[src/rtl/demux_sched_pkg.sv]
// Shared types and constants for the demux scheduler: FSM states, mode encodings,
// destination count and the select-to-one-hot helper.
package demux_sched_pkg;

  localparam int NDEST  = 4;
  localparam int DEST_W = 2;

  typedef enum logic {
    EMPTY = 1'b0,
    FULL  = 1'b1
  } state_t;

  localparam logic MODE_RR  = 1'b0;
  localparam logic MODE_DIR = 1'b1;

  function automatic logic [NDEST-1:0] dest_onehot(input logic [DEST_W-1:0] idx);
    logic [NDEST-1:0] v;
    v      = '0;
    v[idx] = 1'b1;
    return v;
  endfunction

endpackage

[src/rtl/demux_sched_sat_counter.sv]
// Per-destination delivery counter that sticks at its all-ones value instead of wrapping.
module sat_counter #(
  parameter int CNT_W = 8
) (
  input  logic             clk,
  input  logic             rst,
  input  logic             i_inc,
  output logic [CNT_W-1:0] o_cnt
);

  logic [CNT_W-1:0] r_cnt;

  always_ff @(posedge clk) begin
    if (rst) begin
      r_cnt <= '0;
    end else if (i_inc && (r_cnt != {CNT_W{1'b1}})) begin
      r_cnt <= r_cnt + 1'b1;
    end
  end

  assign o_cnt = r_cnt;

endmodule

[src/rtl/demux_sched.sv]
// One-word skid-free demux: holds a single word and presents it to one of four
// destinations chosen round-robin or by in_dest, with per-destination delivery counts.
module demux_sched
  import demux_sched_pkg::*;
#(
  parameter int DATA_W = 8,
  parameter int CNT_W  = 8
) (
  input  logic              clk,
  input  logic              rst,
  input  logic              in_valid,
  output logic              in_ready,
  input  logic [DATA_W-1:0] in_data,
  input  logic [DEST_W-1:0] in_dest,
  input  logic              mode,
  output logic [NDEST-1:0]  out_valid,
  input  logic [NDEST-1:0]  out_ready,
  output logic [DATA_W-1:0] out_data,
  output logic [DEST_W-1:0] sel,
  input  logic [DEST_W-1:0] cnt_sel,
  output logic [CNT_W-1:0]  cnt_out
);

  state_t            r_state;
  state_t            w_state_nxt;
  logic [DATA_W-1:0] r_data;
  logic [DEST_W-1:0] r_sel;
  logic [DEST_W-1:0] r_rr_ptr;
  logic [DEST_W-1:0] w_dest;
  logic              w_deliver;
  logic              w_in_ready;
  logic              w_accept;
  logic [CNT_W-1:0]  w_cnt [NDEST];

  // Only the selected destination's ready matters; others are ignored while stalled.
  always_comb begin
    w_deliver   = (r_state == FULL) && out_ready[r_sel];
    w_in_ready  = (r_state == EMPTY) || w_deliver;
    w_accept    = in_valid && w_in_ready;
    w_dest      = (mode == MODE_DIR) ? in_dest : r_rr_ptr;
    w_state_nxt = r_state;
    if (w_accept) begin
      w_state_nxt = FULL;
    end else if (w_deliver) begin
      w_state_nxt = EMPTY;
    end
  end

  always_ff @(posedge clk) begin
    if (rst) begin
      r_state <= EMPTY;
    end else begin
      r_state <= w_state_nxt;
    end
  end

  // mode is consumed only here, so the held sel is immune to later mode changes.
  always_ff @(posedge clk) begin
    if (rst) begin
      r_data   <= '0;
      r_sel    <= '0;
      r_rr_ptr <= '0;
    end else if (w_accept) begin
      r_data <= in_data;
      r_sel  <= w_dest;
      if (mode == MODE_RR) begin
        r_rr_ptr <= r_rr_ptr + 1'b1;
      end
    end
  end

  for (genvar g = 0; g < NDEST; g++) begin : g_cnt
    sat_counter #(
      .CNT_W(CNT_W)
    ) u_cnt (
      .clk  (clk),
      .rst  (rst),
      .i_inc(w_deliver && (r_sel == DEST_W'(g))),
      .o_cnt(w_cnt[g])
    );
  end

  assign in_ready  = w_in_ready;
  assign out_valid = (r_state == FULL) ? dest_onehot(r_sel) : '0;
  assign out_data  = r_data;
  assign sel       = r_sel;
  assign cnt_out   = w_cnt[cnt_sel];

endmodule

[config.mk]
export PLATFORM = sky130hd
export DESIGN_NAME = demux_sched
export DESIGN_NICKNAME = d
export VERILOG_FILES = /design/src/rtl/demux_sched_pkg.sv /design/src/rtl/demux_sched_sat_counter.sv /design/src/rtl/demux_sched.sv
export SDC_FILE = /design/constraint.sdc
export NUM_CORES = 1
export LEC_CHECK = 0
export BUFFER_PORTS_ARGS = -buffer_cell sky130_fd_sc_hd__clkbuf_2
export CAP_MARGIN = 10
export CORE_ASPECT_RATIO = 1.4
export CORE_MARGIN = 2
export CORE_UTILIZATION = 45
export DETAILED_ROUTE_END_ITERATION = 6
export GPL_ROUTABILITY_DRIVEN = 0
export PLACE_DENSITY_LB_ADDON = 0.15
export SYNTH_ARGS = -nofsm -noshare
export SYNTH_HDL_FRONTEND = slang
export SYNTH_SLANG_ARGS = --single-unit
[constraint.sdc]
create_clock -name clk -period 1.57 [get_ports clk]
set_input_delay 0.2355 -clock clk [delete_from_list [all_inputs] [get_ports clk]]
set_output_delay 0.2355 -clock clk [all_outputs]
set_load 0.1 [all_outputs]
# Word level (Yosys, flattened, before mapping)
# Cells that the tools add are included.
[word_totals]
register_bits = 45
output_inout_bits = 23
elab_cells = 52
in_bits = 20
[classes]
addsub = 5
eq_ne = 7
magnitude_cmp = 3
n_reduce_logical = 15
mux = 11
bitwise_logic = 3
[ops]
columns = ["op", "n"]
rows = [
  ["adder 8 x 1 -> 8 bit, second input constant", 4],
  ["inequality test 8 bit, second input constant", 4],
  ["binary-select mux 8 bit (select 2 bit)", 1],
  ["2-to-1 mux 8 bit", 2],
  ["logical AND 1 bit", 11],
  ["equality test 2 bit, second input constant", 2],
  ["2-to-1 mux 1 bit", 4],
  ["2-to-1 mux 4 bit", 1],
  ["greater-or-equal comparator 3 bit, second input constant", 1],
  ["< comparator 2 x 3 -> 1 bit, second input constant", 1],
  ["inverter 2 -> 3 bit", 1],
  ["adder 2 x 1 -> 2 bit, second input constant", 1],
  ["binary-select mux 1 bit (select 2 bit)", 1],
  ["demux 1 bit (select 2 bit)", 1],
  ["equality test 2 x 1 -> 1 bit, second input constant", 1],
  ["greater-or-equal comparator 2 x 1 -> 1 bit, second input constant", 1],
  ["logical NOT 2 bit", 1],
  ["2-to-1 mux 2 bit", 1],
  ["inverter 1 bit", 2],
  ["AND reduction 2 bit", 1],
  ["nonzero test 2 bit", 1],
  ["logical OR 1 bit", 1],
]

# Logic depth before layout (Yosys ltp)
[depth]
depth_word = 6
mapped_depth = 6
mapped_depth_nobuf = 5

# Hierarchy
# A second synthesis with hierarchy kept.
[unflattened]
hier_cells = 271
area_unflattened_um2 = 2653.8
[modules_own_cells]
columns = ["module", "seq_area_each_um2", "n_inst", "cells_per_inst", "area_per_inst_um2"]
rows = [
  ["sat_counter", 160.2, 4, 46, 430.4],
  ["demux_sched", 260.2, 1, 87, 932.1],
]

# Least setup slack after synthesis
# OpenSTA, ideal clock, no wires.
[synth_path]
kind = "register to output"
startpoint = "reg r_sel[0] (netlist: sel[0])"
endpoint = "out out_valid[1]"
stages_incl_launch_ff = 3
slack_ns = -2.042
arrival_ns = 3.377
n_path_buf = 1
required_ns = 1.334
path_cell_list = "dfxtp_1 -> buf_6 -> nor3b_1"
[synth_via]
elab_chain_len = 5
elab_cells_between_ends = 6
cone_classes = "order compare (2); mux (3); reduce/logical (1)"
[synth_lines]
columns = ["element", "line", "source"]
rows = [
  ["start, declared", "demux_sched.sv:27", "logic [DEST_W-1:0] r_sel;"],
  ["start signal, assigned", "demux_sched.sv:65", "r_sel <= w_dest;"],
  ["< comparator 2 x 3 -> 1 bit (not written as such) or greater-or-equal comparator 2 x 1 -> 1 bit (tied branches)", "demux_sched_pkg.sv:19", "v[idx] = 1'b1;"],
  ["logical AND 1 bit (not written as such)", "demux_sched_pkg.sv:19", ""],
  ["2-to-1 mux 1 bit (not written as such)", "demux_sched_pkg.sv:19", ""],
  ["demux 1 bit (select 2 bit) *", "demux_sched_pkg.sv:19", ""],
  ["2-to-1 mux 4 bit *", "demux_sched.sv:84", "assign out_valid = (r_state == FULL) ? dest_onehot(r_sel) : '0;"],
  ["end, declared", "demux_sched.sv:16", "output logic [NDEST-1:0] out_valid,"],
]
# Mark *: on every way between the ends. The rest lies on a longest branch, timed or not.

# Worst setup path in the final report
[layout_path]
startpoint = "reg r_sel[0] (netlist: sel[0])"
endpoint = "out in_ready"
[layout_via]
elab_chain_len = 4
[layout_lines]
columns = ["element", "line", "source"]
rows = [
  ["binary-select mux 1 bit (select 2 bit)", "demux_sched.sv:37", "w_deliver = (r_state == FULL) && out_ready[r_sel];"],
  ["2-to-1 mux 1 bit (not written as such)", "demux_sched.sv:37", ""],
  ["logical AND 1 bit", "demux_sched.sv:37", ""],
  ["logical OR 1 bit", "demux_sched.sv:38", "w_in_ready = (r_state == EMPTY) || w_deliver;"],
  ["end, declared", "demux_sched.sv:12", "output logic in_ready,"],
]
# Every way passes these cells. The select of a mux whose other input is x is not followed.

==> results by group <==
Timing
  – Worst-case headroom to the max-slew limit: 64.20%
  – Worst-case setup margin in the final layout: -168.9 ps
  – Max-slew violations: 0
  – Period minus WS final: 1739 ps
  – F_max: 575.1 MHz
  – Hold Fails Final Rpt: 0
  – Total Neg Setup Slack: -1532 ps
  – Setup repair after global routing missed its margin: true
  – Worst-Margin Slew: 539.3 ps
  – Setup violation total in the final timing report: 25
  – Worst slack on hold paths: 167.1 ps
  – Crit share post-route: 110.8%
  – Fin Clk Skew: 7.704 ps

Cells and area
  – Utilization after layout: 70.67%
  – Number of antenna repair diodes: 0
  – Layout cell share with drive strength beyond 1: 48.76%
  – Net count reported at finish: 345
  – Relative area change from synthesis to final layout: 50.03%
  – Layout fillers: 374

Pwr
  – Power density over cell area: 746.5 mW/mm^2
  – P_leak: 1.426 nW
  – IR Drop Worst-Case VDD: 508.8 uV

Yosys
  – Most frequent cell after synthesis: sky130_fd_sc_hd__dfxtp_1
  – Synthesized cell area: 0.002298 sq mm
  – Post-synthesis register bit count: 45
  – Total number of yosys warnings: 0
  – Mean instance size in the synthesized netlist: 9.617 sq um
  – Ranking of synthesized cells by instance count: 45 x sky130_fd_sc_hd__dfxtp_1, 36 x sky130_fd_sc_hd__nor2_1, 13 x sky130_fd_sc_hd__mux2i_1, 13 x sky130_fd_sc_hd__xor2_1
  – Synthesized netlist net count: 263
  – Cells taking the most area after synthesis: sky130_fd_sc_hd__dfxtp_1 39%, sky130_fd_sc_hd__mux4_2 8.8%, sky130_fd_sc_hd__nor2_1 5.9%
  – Part of the Yosys area used for sequential elements: 39.19%
  – Number of distinct standard cells referenced by the synthesized netlist: 47
  – Instance count of the mapped netlist: 239
  – Number of synthesized flops with an enable pin: 0
  – Post-synth top area share: 39.19%
  – Synth area leader: sky130_fd_sc_hd__dfxtp_1
  – Synth Flop Type: sky130_fd_sc_hd__dfxtp_1
  – Async set-reset flop share out of synthesis: 0%

Global routing
  – Largest net degree at the start of global routing: 22
  – Global router's overall resource usage: 21.28%
  – Overflow left after global routing: 0
  – Antenna violations before repair: 0
  – Wire length of the first global-routing pass: 9363 um
  – Vias in the first global route: 2092

Clock tree
  – CTS tree: done
  – Clk pin slew, worst setup/hold paths: 90 ps
  – H-tree levels: 2
  – Cts bufs inserted: 5
  – Number of clock sinks seen by CTS: 45
  – Clock tree buffer depth: 2
  – Clk Latency, worst-skew pair: 300 ps
  – Root buffer cell: sky130_fd_sc_hd__clkbuf_8

Place
  – Minimum setup slack after placement: -9.361 ps
  – PortBufs: 42
  – Post-DP HPWL: 4022 um

Critical path
  – Critical Path Sink Type: primary output
  – Kind of cell with the highest combined delay on the critical path: multiplexers
  – Worst setup path startpoint: sel[0]$_SDFFE_PP0P_
  – Largest incremental delay on the critical path: 500 ps
  – Critical path data arrival time: 1500 ps
  – Chain of cells forming the critical path: mux4_2, nand2b_4, buf_12
  – Type of element launching the critical path: flip-flop
  – Worst flop-to-flop path startpoint: sel[0]$_SDFFE_PP0P_
  – Worst Path Class, Setup: flip-flop to primary output
  – Number of buffer and inverter stages on the critical path: 1
  – Critical path's slowest cell: sky130_fd_sc_hd__mux4_2
  – Worst path required time: 1330 ps
  – Largest fanout of any net on the critical path: 3

Routing
  – Average vias per placed instance: 5.443
  – Post-detailed-routing wire length: 5837 um
  – Total vias in the final route: 2101
  – Count of antenna-violating nets left after detailed routing: 0
  – Starting DRC count in detailed routing: 80
  – Final routed wire length divided by cell count: 15.12 um
  – Post-route DRC: 0
  – Drt first pass iters: 4

Hold path
  – Hold Crit Class: primary input to flip-flop
  – Hold Path Origin: in_data[2]

Die
  – Core Area: 0.004880 sq mm
  – Die extent in x: 64.40 um
  – Row Count: 30
  – Starting Density: 47.10%
  – Area of the die: 0.005703 sq mm
  – Die height: 88.56 um
  – Num ports: 43

Flow run
  – Max-cap check violation count: 0

Outcome
  – Violated checks: setup timing
  – Status: finished, violations left
==> sequential cells by signal, indices dropped and copies added (netlist names) <==
name	cells
g_cnt.u_cnt.o_cnt	32
sel	2
r_state	1
out_data	8
r_rr_ptr	2
==> cell families (layout without fill, tap and decap cells) <==
kind of cell | after synthesis | in the layout | synth area share [%]
muxes | 25 | 25 | 15.95
DFF | 45 | 45 | 39.19
xor gates and xnor gates | 17 | 17 | 6.478
adders and majority gates | 4 | 4 | 2.178
and+or+nand+nor | 92 | 92 | 20.90
buffers and inverters | 18 | 101 | 3.865
AOI/OAI and AO/OA | 38 | 38 | 11.43
==> power by group <==
group	total [mW]	internal, mW	switching [mW]
registers	1.17	1.15	0.0176
clock network	0.996	0.577	0.419
logic	0.408	0.143	0.266
total	2.57	1.87	0.702
==> cell type report <==
cell class	count	area [sq um]	area share (%)
Multi-Input combinational cell	176	1481	42.96
Timing Repair Buffer	87	780.7	22.64
Clock buffer	6	93.84	2.721
Sequential cell	45	950.9	27.58
Inverter	6	22.52	0.6531
Tap cell	64	80.08	2.322
Clock inverter	2	38.79	1.125
==> worst register-to-register path, stage by stage, from the launching register on <==
cell and delay (ps):
sky130_fd_sc_hd__dfxtp_4 360, sky130_fd_sc_hd__mux4_2 500, sky130_fd_sc_hd__buf_4 160, sky130_fd_sc_hd__o21ai_4 130, sky130_fd_sc_hd__buf_12 160, sky130_fd_sc_hd__mux2i_2 210, sky130_fd_sc_hd__nor2_1 60
==> layout by cell type, fill, tap and decap left out, types with 3 or more instances in the layout <==
master / count
sky130_fd_sc_hd__nand3_2: 3
sky130_fd_sc_hd__mux4_2: 9
sky130_fd_sc_hd__clkbuf_8: 5
sky130_fd_sc_hd__xnor2_1: 4
sky130_fd_sc_hd__inv_1: 5
sky130_fd_sc_hd__a21oi_1: 6
sky130_fd_sc_hd__mux2i_1: 12
sky130_fd_sc_hd__or3_1: 3
sky130_fd_sc_hd__buf_4: 39
sky130_fd_sc_hd__dfxtp_2: 16
sky130_fd_sc_hd__nand3_1: 4
sky130_fd_sc_hd__buf_12: 14
sky130_fd_sc_hd__nor2_1: 35
sky130_fd_sc_hd__dfxtp_1: 21
sky130_fd_sc_hd__and3_1: 5
sky130_fd_sc_hd__dfxtp_4: 8
sky130_fd_sc_hd__ha_1: 4
sky130_fd_sc_hd__nand4_1: 4
sky130_fd_sc_hd__nand2_1: 10
sky130_fd_sc_hd__xor2_1: 13
sky130_fd_sc_hd__clkbuf_2: 27
sky130_fd_sc_hd__o211ai_1: 7
sky130_fd_sc_hd__nand2b_1: 3
sky130_fd_sc_hd__a21oi_2: 4
sky130_fd_sc_hd__buf_6: 6
sky130_fd_sc_hd__o21ai_0: 5
==> repair_timing <==
| item | CTS | global route |
|---|---|---|
| gates cloned | 0 | 0 |
| buffers inserted | 14 | 9 |
| hold buffers | 0 | 0 |
| gates resized for setup | 29 | 26 |
| endpoints found under the setup margin | 16 | 37 |
| pin swaps | 2 | 10 |
==> metrics by stage <==
step,power [mW],instance area (sq um),instances
global route,2.679,3448,386
detailed placement,1.589,2988,357
global placement,1.585,2988,357
finish,2.574,3448,386
floorplan,1.489,2380,239
CTS,2.580,3266,377
==> metal layers <==
| layer | vias to the layer above | wire length (um) | GRT usage, % |
|---|---|---|---|
| li1 | 1031 | - | - |
| met1 | 1016 | 2204 | 22.64 |
| met2 | 40 | 3275 | 40.81 |
| met3 | 14 | 208 | 3.053 |
| met4 | 0 | 149 | 10.44 |
| met5 | - | 0 | 0 |
==> worst paths after layout <==
kind	endpoint	slack [ps]	cells after the start
max reg2reg	out_data[7]$_SDFFE_PP0P_	-140	6
max	in_ready	-170	3
min reg2reg	r_rr_ptr[1]$_SDFFE_PP0P_	500	2
min	out_data[2]$_SDFFE_PP0P_	170	3
(Power assumes the default switching activity.)
